===== config.mk =====
export PLATFORM = sky130hd
export DESIGN_NAME = raymarch_frame_scheduler
export DESIGN_NICKNAME = d
export VERILOG_FILES = /design/src/rtl/raymarch_frame_scheduler.sv
export SDC_FILE = /design/constraint.sdc
export NUM_CORES = 1
export LEC_CHECK = 0
export ABC_CLOCK_PERIOD_IN_PS = 4000
export BUFFER_PORTS_ARGS = -buffer_cell sky130_fd_sc_hd__buf_2
export CELL_PAD_IN_SITES_DETAIL_PLACEMENT = 0
export CELL_PAD_IN_SITES_GLOBAL_PLACEMENT = 1
export CORE_ASPECT_RATIO = 0.6
export CORE_MARGIN = 5
export CORE_UTILIZATION = 50
export DETAILED_ROUTE_END_ITERATION = 16
export PLACE_DENSITY = 0.79
export SYNTH_ARGS = -nofsm -noshare
export SYNTH_HDL_FRONTEND = slang
export SYNTH_SLANG_ARGS = --single-unit

===== constraint.sdc =====
create_clock -name clk -period 4 [get_ports clk]
set_input_delay 0.4 -clock clk [delete_from_list [all_inputs] [get_ports clk]]
set_output_delay 0.4 -clock clk [all_outputs]
set_load 0.02 [all_outputs]

===== src/rtl/raymarch_frame_scheduler.sv =====
// raymarch_frame_scheduler
//   Walks one frame of pixel coordinates into a fixed-latency, non-stallable
//   raymarcher. It tracks in-flight pixels with a valid shift register,
//   catches returned colours in a skid FIFO and streams them to the
//   framebuffer over a valid/ready write port.
//
//   Issue is credit based. A pixel is issued only while everything that can
//   still land in local storage fits in FIFO_DEPTH entries. That budget
//   covers the pixel on the bus, the pixels in the pipe, the FIFO and the
//   output register. Because it is counted before issue, the FIFO cannot
//   overflow, and a stalled framebuffer simply throttles issue.
//
//   Latency: the output stage is a register in front of the FIFO. With
//   wr_ready=1, if start is accepted in cycle T, pixel (0,0) is on pix_x/pix_y
//   in cycle T+1 and wr_valid first rises in cycle T+1+PIPE_LATENCY+1.
//
// Ports
//   clk, reset_n       clock, asynchronous active-low reset
//   start              frame request, honoured only when idle and not busy
//   busy               registered, high from the cycle after start through frame_done
//   cfg_latch          combinational strobe in the start-accept cycle; camera
//                      shadow registers load on that edge, before the first pixel
//   frame_done         one-cycle pulse, the cycle after the last write is accepted
//   pix_x/pix_y        coordinate to the raymarcher, qualified by pix_valid
//   rgb_in             colour from the raymarcher, PIPE_LATENCY cycles after issue
//   wr_valid/wr_ready  framebuffer write handshake
//   wr_addr/wr_data    linear address y*SCREEN_WIDTH+x and colour
module raymarch_frame_scheduler #(
  parameter int SCREEN_WIDTH  = 640,
  parameter int SCREEN_HEIGHT = 480,
  parameter int PIPE_LATENCY  = 96,
  parameter int FIFO_DEPTH    = 16,
  parameter int ADDR_W        = 19
) (
  input  logic              clk,
  input  logic              reset_n,
  input  logic              start,
  output logic              busy,
  output logic              cfg_latch,
  output logic              frame_done,
  output logic [9:0]        pix_x,
  output logic [9:0]        pix_y,
  output logic              pix_valid,
  input  logic [23:0]       rgb_in,
  output logic              wr_valid,
  output logic [ADDR_W-1:0] wr_addr,
  output logic [23:0]       wr_data,
  input  logic              wr_ready
);

  localparam int PW = (FIFO_DEPTH > 1) ? $clog2(FIFO_DEPTH) : 1;
  localparam int CW = $clog2(PIPE_LATENCY + FIFO_DEPTH + 4) + 1;
  localparam logic [ADDR_W-1:0] LAST_ADDR = ADDR_W'(SCREEN_WIDTH * SCREEN_HEIGHT - 1);
  localparam logic [9:0] LAST_X = 10'(SCREEN_WIDTH - 1);
  localparam logic [9:0] LAST_Y = 10'(SCREEN_HEIGHT - 1);

  typedef enum logic [1:0] {ST_IDLE = 2'd0, ST_RUN = 2'd1, ST_DRAIN = 2'd2} state_t;

  state_t                  state_r, state_s;
  logic                    busy_r, frame_done_r, pix_valid_r, last_issued_r;
  logic [9:0]              pix_x_r, pix_y_r, cnt_x_r, cnt_y_r;
  logic [9:0]              cur_x_s, cur_y_s, nxt_x_s, nxt_y_s;
  logic [PIPE_LATENCY-1:0] vsr_r, vsr_s;
  logic [CW-1:0]           inflight_r, fifo_cnt_r, used_s;
  logic [23:0]             mem_r [FIFO_DEPTH];
  logic [PW-1:0]           wptr_r, rptr_r;
  logic                    wr_valid_r;
  logic [ADDR_W-1:0]       wr_addr_r;
  logic [23:0]             wr_data_r;
  logic start_ok_s, issue_s, is_last_s, push_s, pop_out_s, load_out_s;
  logic fifo_rd_s, fifo_wr_s, bypass_s, done_now_s;

  assign busy       = busy_r;
  assign frame_done = frame_done_r;
  assign pix_x      = pix_x_r;
  assign pix_y      = pix_y_r;
  assign pix_valid  = pix_valid_r;
  assign wr_valid   = wr_valid_r;
  assign wr_addr    = wr_addr_r;
  assign wr_data    = wr_data_r;
  // Gated by reset_n so the strobe is also 0 while reset is held.
  assign cfg_latch  = start_ok_s & reset_n;

  // Issue decision, coordinate stepping and write-port handshake terms.
  always_comb begin
    start_ok_s = (state_r == ST_IDLE) && start && !busy_r;
    // Pixel on the bus is counted as well: it is committed to come back.
    used_s     = CW'(pix_valid_r) + inflight_r + fifo_cnt_r + CW'(wr_valid_r);
    // Start-accept issues (0,0) directly so the first pixel appears at T+1.
    issue_s    = start_ok_s ||
                 ((state_r == ST_RUN) && !last_issued_r && (used_s < CW'(FIFO_DEPTH)));
    cur_x_s    = start_ok_s ? 10'd0 : cnt_x_r;
    cur_y_s    = start_ok_s ? 10'd0 : cnt_y_r;
    is_last_s  = (cur_x_s == LAST_X) && (cur_y_s == LAST_Y);
    if (cur_x_s == LAST_X) begin
      nxt_x_s = 10'd0;
      nxt_y_s = cur_y_s + 10'd1;
    end else begin
      nxt_x_s = cur_x_s + 10'd1;
      nxt_y_s = cur_y_s;
    end
    vsr_s      = vsr_r << 1;
    vsr_s[0]   = pix_valid_r;
    push_s     = vsr_r[PIPE_LATENCY-1];
    pop_out_s  = wr_valid_r && wr_ready;
    load_out_s = !wr_valid_r || pop_out_s;
    fifo_rd_s  = load_out_s && (fifo_cnt_r != '0);
    // An empty FIFO lets a returning colour go straight to the output register.
    bypass_s   = load_out_s && (fifo_cnt_r == '0) && push_s;
    fifo_wr_s  = push_s && !bypass_s;
    done_now_s = (state_r == ST_DRAIN) && pop_out_s && (wr_addr_r == LAST_ADDR);
  end

  // Next-state logic for the frame sequencer.
  always_comb begin
    state_s = state_r;
    case (state_r)
      ST_IDLE:  if (start_ok_s) state_s = ST_RUN; else state_s = ST_IDLE;
      // last_issued_r is high in the cycle the final pixel sits on the bus.
      ST_RUN:   if (last_issued_r) state_s = ST_DRAIN; else state_s = ST_RUN;
      ST_DRAIN: if (done_now_s) state_s = ST_IDLE; else state_s = ST_DRAIN;
      default:  state_s = ST_IDLE;
    endcase
  end

  // State, busy and frame_done registers.
  always_ff @(posedge clk or negedge reset_n) begin
    if (!reset_n) begin
      state_r      <= ST_IDLE;
      busy_r       <= 1'b0;
      frame_done_r <= 1'b0;
    end else begin
      state_r      <= state_s;
      // Held through the frame_done cycle, which already sits in IDLE.
      busy_r       <= (state_s != ST_IDLE) || done_now_s;
      frame_done_r <= done_now_s;
    end
  end

  // Pixel issue registers and the next-coordinate counter.
  always_ff @(posedge clk or negedge reset_n) begin
    if (!reset_n) begin
      pix_valid_r   <= 1'b0;
      pix_x_r       <= 10'd0;
      pix_y_r       <= 10'd0;
      cnt_x_r       <= 10'd0;
      cnt_y_r       <= 10'd0;
      last_issued_r <= 1'b0;
    end else if (issue_s) begin
      pix_valid_r   <= 1'b1;
      pix_x_r       <= cur_x_s;
      pix_y_r       <= cur_y_s;
      cnt_x_r       <= nxt_x_s;
      cnt_y_r       <= nxt_y_s;
      last_issued_r <= is_last_s;
    end else begin
      pix_valid_r   <= 1'b0;
    end
  end

  // In-flight tracking: valid shift register plus an exact popcount counter.
  always_ff @(posedge clk or negedge reset_n) begin
    if (!reset_n) begin
      vsr_r      <= '0;
      inflight_r <= '0;
    end else begin
      vsr_r      <= vsr_s;
      inflight_r <= inflight_r + CW'(pix_valid_r) - CW'(push_s);
    end
  end

  // Skid FIFO storage (data only, no reset needed).
  always_ff @(posedge clk) begin
    if (fifo_wr_s) mem_r[wptr_r] <= rgb_in;
  end

  // Skid FIFO pointers and occupancy.
  always_ff @(posedge clk or negedge reset_n) begin
    if (!reset_n) begin
      wptr_r     <= '0;
      rptr_r     <= '0;
      fifo_cnt_r <= '0;
    end else begin
      if (fifo_wr_s) wptr_r <= wptr_r + PW'(1);
      if (fifo_rd_s) rptr_r <= rptr_r + PW'(1);
      fifo_cnt_r <= fifo_cnt_r + CW'(fifo_wr_s) - CW'(fifo_rd_s);
    end
  end

  // Write-port output register and address counter.
  always_ff @(posedge clk or negedge reset_n) begin
    if (!reset_n) begin
      wr_valid_r <= 1'b0;
      wr_data_r  <= 24'd0;
      wr_addr_r  <= '0;
    end else begin
      if (load_out_s) begin
        if (fifo_rd_s) begin
          wr_valid_r <= 1'b1;
          wr_data_r  <= mem_r[rptr_r];
        end else if (bypass_s) begin
          wr_valid_r <= 1'b1;
          wr_data_r  <= rgb_in;
        end else begin
          wr_valid_r <= 1'b0;
        end
      end
      if (start_ok_s) wr_addr_r <= '0;
      else if (pop_out_s) wr_addr_r <= (wr_addr_r == LAST_ADDR) ? '0 : wr_addr_r + ADDR_W'(1);
    end
  end

endmodule


# Word-level counts from Yosys, hierarchy flattened
# Memories as Yosys holds them, arrays and structs flattened.
# Index checks and enable logic that the tools add are counted.
# totals
memories	1
register_bits	210
output_inout_bits	68
ram_bits	384
# classes
magnitude_cmp	1
n_addsub	11
bitwise	1
n_eq_ne	5
reduce_logical	26
mux	18
# memory_table
name	words	word_bits	rd	rd_clocked_by_memory_dff	wr	line_no	rtl
mem_r	16	24	1	0	1	65	logic [23:0] mem_r [FIFO_DEPTH];
# op_table
operator	n
$mux W19	3
$mux W24	2
$mux W10	4
$add A8 B1 Y8	3
$add A10 B1 Y10 const B	2
$add A19 B1 Y19 const B	1
$eq A19 B19 Y1 const B	1
$sub A8 B1 Y8	2
$logic_and A1 B1 Y1	12
$eq A10 B10 Y1 const B	1
$eq A10 B9 Y1 const B	1
$add A4 B1 Y4 const B	2
$add A8 B8 Y8	1
$logic_not A8 Y1	1
$lt A8 B5 Y1 const B	1
$reduce_bool A8 Y1	1
$mux W1	6
$pmux W2 S3	1
$reduce_bool A2 Y1	3
$logic_not A1 Y1	4
$mux W2	2
$logic_or A1 B1 Y1	3
$eq A2 B1 Y1 const B	1
$eq A2 B2 Y1 const B	1
other kinds (3)	3

# Longest topological paths before layout
# depth
ltp_word	8
depth_mapped	15
ltp_nobuf	15

# Least setup slack after synthesis
# Ideal clock, no wire load.
# synth_path
kind	flip-flop to flip-flop
from	register pix_valid_r (netlist: pix_valid)
to	register cnt_x_r[6]
path_slack_ps	625
period_less_slack_ps	3375
path_buffers	1
setup_ps	78
path_stages_with_launch	15
t_arrival_ps	3297
path_cell_list	dfrtp_1 -> ha_1 -> ha_1 -> nand3_1 -> xor2_1 -> inv_1 -> ha_1 -> o21ai_0 -> nor2_1 -> a2111oi_2 -> o21a_1 -> o211ai_2 -> buf_6 -> or4_1 -> a21oi_1
# synth_between
elab_chain_cells	6
# synth_rtl
item	line_no	rtl
start: declaration	60	logic busy_r, frame_done_r, pix_valid_r, last_issued_r;
start signal: assignment	143	pix_valid_r <= 1'b0;
start signal: assignment	150	pix_valid_r <= 1'b1;
start signal: assignment	157	pix_valid_r <= 1'b0;
$add A8 B1 Y8	88	used_s = CW'(pix_valid_r) + inflight_r + fifo_cnt_r + CW'(wr_valid_r);
$add A8 B8 Y8	88	
$add A8 B1 Y8	88	
$lt A8 B5 Y1	91	((state_r == ST_RUN) && !last_issued_r && (used_s < CW'(FIFO_DEPTH)));
$logic_and A1 B1 Y1	91	
$logic_or A1 B1 Y1	90	issue_s = start_ok_s ||
end signal: assignment	153	cnt_x_r <= nxt_x_s;
end: declaration	61	logic [9:0] pix_x_r, pix_y_r, cnt_x_r, cnt_y_r;
# Every way passes these cells.
# A chain may end at the register's enable or synchronous reset.

# Final worst setup path
# layout_path
from	register pix_valid_r (netlist: pix_valid)
to	register last_issued_r
# layout_between
elab_chain_cells	6
# layout_rtl
item	line_no	rtl
$add A8 B1 Y8	88	
$add A8 B8 Y8	88	
$add A8 B1 Y8	88	
$lt A8 B5 Y1	91	
$logic_and A1 B1 Y1	91	
$logic_or A1 B1 Y1	90	
end signal: assignment	155	last_issued_r <= is_last_s;
end: declaration	60	
# Every way passes these cells.

==> metrics.yaml <==
outcome:
  outcome: "finished clean"
final_layout:
  utilization_pct: 58.2
  multi_input_area_sq_mm: 0.00575
  seqCellArea_sq_mm: 0.0168
  n_fill_cell: 3301
  num-nets-final: 1449
  drive_gt1_share_pct: 25.3
  area_growth_pct: 14.6
cts:
  cts_buffers: 52
  clk_pin_slew_ns: 0.07
  insertion_delay_ns: 0.59
  root_buffer: "clkbuf_16"
  clkSinkCount: 594
  htree_num_levels: 2
  cts_tree: "built"
  clockBufferDepth: 3
die:
  io_pins: 96
  dieArea_sq_mm: 0.0502
  die_w_um: 286
  die_h_um: 176
  core_sq_mm: 0.0450
  rows: 60
  start_util_pct: 50.8
placed_design:
  place_congestion: 0.793
  portBuffers: 95
  place_hpwl_um: 28200
worst_setup_path:
  cp_slowest_cell: "dfrtp_1"
  critPathMaxStageDelay_ns: 0.40
  worstPathCellList: "ha_1 -> ha_1 -> nand3_1 -> xor2_1 -> inv_1 -> ha_1 -> o21ai_0 -> nor2_1 -> a2111oi_2 -> o21a_1 -> o211ai_4 -> buf_4 -> buf_4 -> or3_1 -> a21oi_1"
  crit_arrival_ns: 4.17
  crit_path_end_kind: "flip-flop"
  cp_common_cell: "ha_1"
  cp-start-kind: "flip-flop"
  cp_max_fo: 11
  worstPathRequired_ns: 4.50
  path_class: "reg -> reg"
sta:
  drv_slew: 0
  finalSetupViolations: 0
  post-route-period-util_pct: 91.9
  max_freq_mhz: 272
  rsz0062_at_grt: "no"
  fin_crit_ns: 3.67
  fin_skew_ns: 0.0209
  worst_pin_slew_ns: 0.972
  hold_viol: 0
  slew_headroom_pct: 35.0
  tns_ns: 0
synth:
  synth_top_area_share_pct: 50.5
  synth_fp_nets: 1308
  async_flop_share_pct: 35.4
  syn_avg_cell_area_sq_um: 18.3
  synth_area_leader_cell: "edfxtp_1"
  synth.most_common_cell: "edfxtp_1"
  synth_warnings: 0
  synth_top_cells_by_count: "edfxtp_1, dfrtp_1, mux4_2, nor2_1, a21oi_1"
  synth_area_sq_mm: 0.0228
  synth_edf_count: 384
  synth.top_cells.by_area: "edfxtp_1, dfrtp_1, mux4_2"
  synth.distinct_cells: 54
  yosysSeqAreaShare_pct: 73.5
  synthCells: 1249
  synth-seq-cells: 594
  yosys_most_used_dff: "edfxtp_1"
power_and_ir_drop:
  ir_worst_vdd_v: 0.000338
  cellLeakagePower_nw: 10.1
  p_per_area_mw_per_mm2: 649
global_route:
  grt_pass1_wl_um: 74900
  grt_overflow: 0
  antenna_found_initial: 1
  track_usage_pct: 19.5
  grt_pass1_vias: 11800
  grt_max_degree: 117
route:
  vias_per_cell: 5.83
  drt_pre_antenna_iters: 5
  vias: 11800
  routed_wl_um: 48500
  wl_per_cell_um: 23.9
  final_antenna_net_count: 0
  drc: 0
  drt_iter0_markers: 1262
worst_hold_path:
  hold_path.class: "in -> reg"
flow_run:
  maxCapViolations: 0
-- repair_timing --
action | CTS | global route
hold buffers | 1 | 0
hold endpoints to repair | 114 | 0
setup buffers | 0 | 2
resized for setup | 0 | 2
endpoints found under the setup margin | 0 | 13
-- where the power goes --
part	switching, mW	internal, mW	total, mW
clock	2.23	3.12	5.35
combinational	2.07	2.07	4.14
sequential	0.503	6.98	7.48
total	4.80	12.2	17.0
-- state kept, by name (all words and copies together), names as in the netlist, 10 cells and up --
signal   count
pix_y       10
cnt_y_r     10
wr_addr     19
vsr_r       96
cnt_x_r     10
wr_data     24
pix_x       10
mem_r      384
-- stage by stage --
stage / std cells / power [mW] / instance area, sq um / setup WS (ns) / hold WS, ns
CTS: 2021 / 17.1 / 26100 / 0.224 / 0.162
detailed placement: 1922 / 11.8 / 24300 / 0.251 / 0.335
floorplan: 1249 / 10.5 / 22800 / 0.625 / 0.104
global route: 2023 / 17.8 / 26200 / 0.0631 / 0.180
finish: 2024 / 17.0 / 26200 / 0.326 / 0.192
global placement: 1922 / 11.7 / 24300 / 0.441 / 0.332
-- layout by cell type (no fill, tap or decap), drive strengths merged, types with 15 or more instances in the layout --
| cell type | n |
|---|---|
| nor2 | 65 |
| buf | 140 |
| a21oi | 51 |
| mux2i | 45 |
| and2 | 22 |
| clkbuf | 68 |
| inv | 29 |
| edfxtp | 384 |
| nand2 | 38 |
| nand3 | 23 |
| ha | 30 |
| o31ai | 15 |
| dfrtp | 210 |
| o21ai | 29 |
| xnor2 | 17 |
| clkinv | 15 |
| mux4 | 120 |
-- worst max-delay path, delay by kind of cell (launching register included) --
family | cells | cell delay (ns)
AOI/OAI and AO/OA | 5 | 1.15
xor gates and xnor gates | 1 | 0.19
adders and majority gates | 3 | 0.83
buffers and inverters | 3 | 0.46
DFF | 1 | 0.40
and+or+nand+nor | 3 | 0.59
-- cells by family (layout without fill, tap and decap cells) --
group | Yosys count | after routing | synth area share (%)
adder cells (fa/ha/maj) | 31 | 31 | 1.73
buffers and inverters | 80 | 265 | 1.45
other | 0 | 1 | 0
flip-flops | 594 | 594 | 73.5
multiplexers | 166 | 166 | 13.9
AO/OA/AOI/OAI | 128 | 128 | 3.40
AND/OR/NAND/NOR | 224 | 224 | 5.05
XOR/XNOR | 26 | 26 | 0.997
-- layout make-up --
| class | count | share of cell area, % |
|---|---|---|
| tap | 589 | 2.82 |
| multi-input combinational | 575 | 22.0 |
| clock buffer | 68 | 5.44 |
| sequential | 594 | 64.2 |
| inverter | 26 | 0.373 |
| clock inverter | 30 | 1.61 |
| timing repair buffer | 141 | 3.57 |
| antenna | 1 | 0.00957 |
-- path summary, 6_finish.rpt --
kind | startpoint | to | slack [ns] | depth (start not counted)
min in group asynchronous | reset_n | pix_y[5] | 0.49 | 2
min reg2reg | vsr_r[48] | vsr_r[49] | 0.34 | 0
max in group asynchronous | reset_n | rptr_r[0] | 2.42 | 3
min | rgb_in[8] | mem_r[8][8] | 0.19 | 1
max | pix_valid | last_issued_r | 0.33 | 15
max reg2reg | pix_valid | last_issued_r | 0.33 | 15
-- per-layer routing --
layer / vias to the layer above / wire (um) / track usage [%]
met5: - / 11 / 0
met4: 2 / 675 / 3.49
met3: 58 / 3520 / 3.67
met2: 370 / 21200 / 27.9
met1: 6212 / 23000 / 32.0
li1: 5157 / - / -
Power figures use the tool's default switching activity.
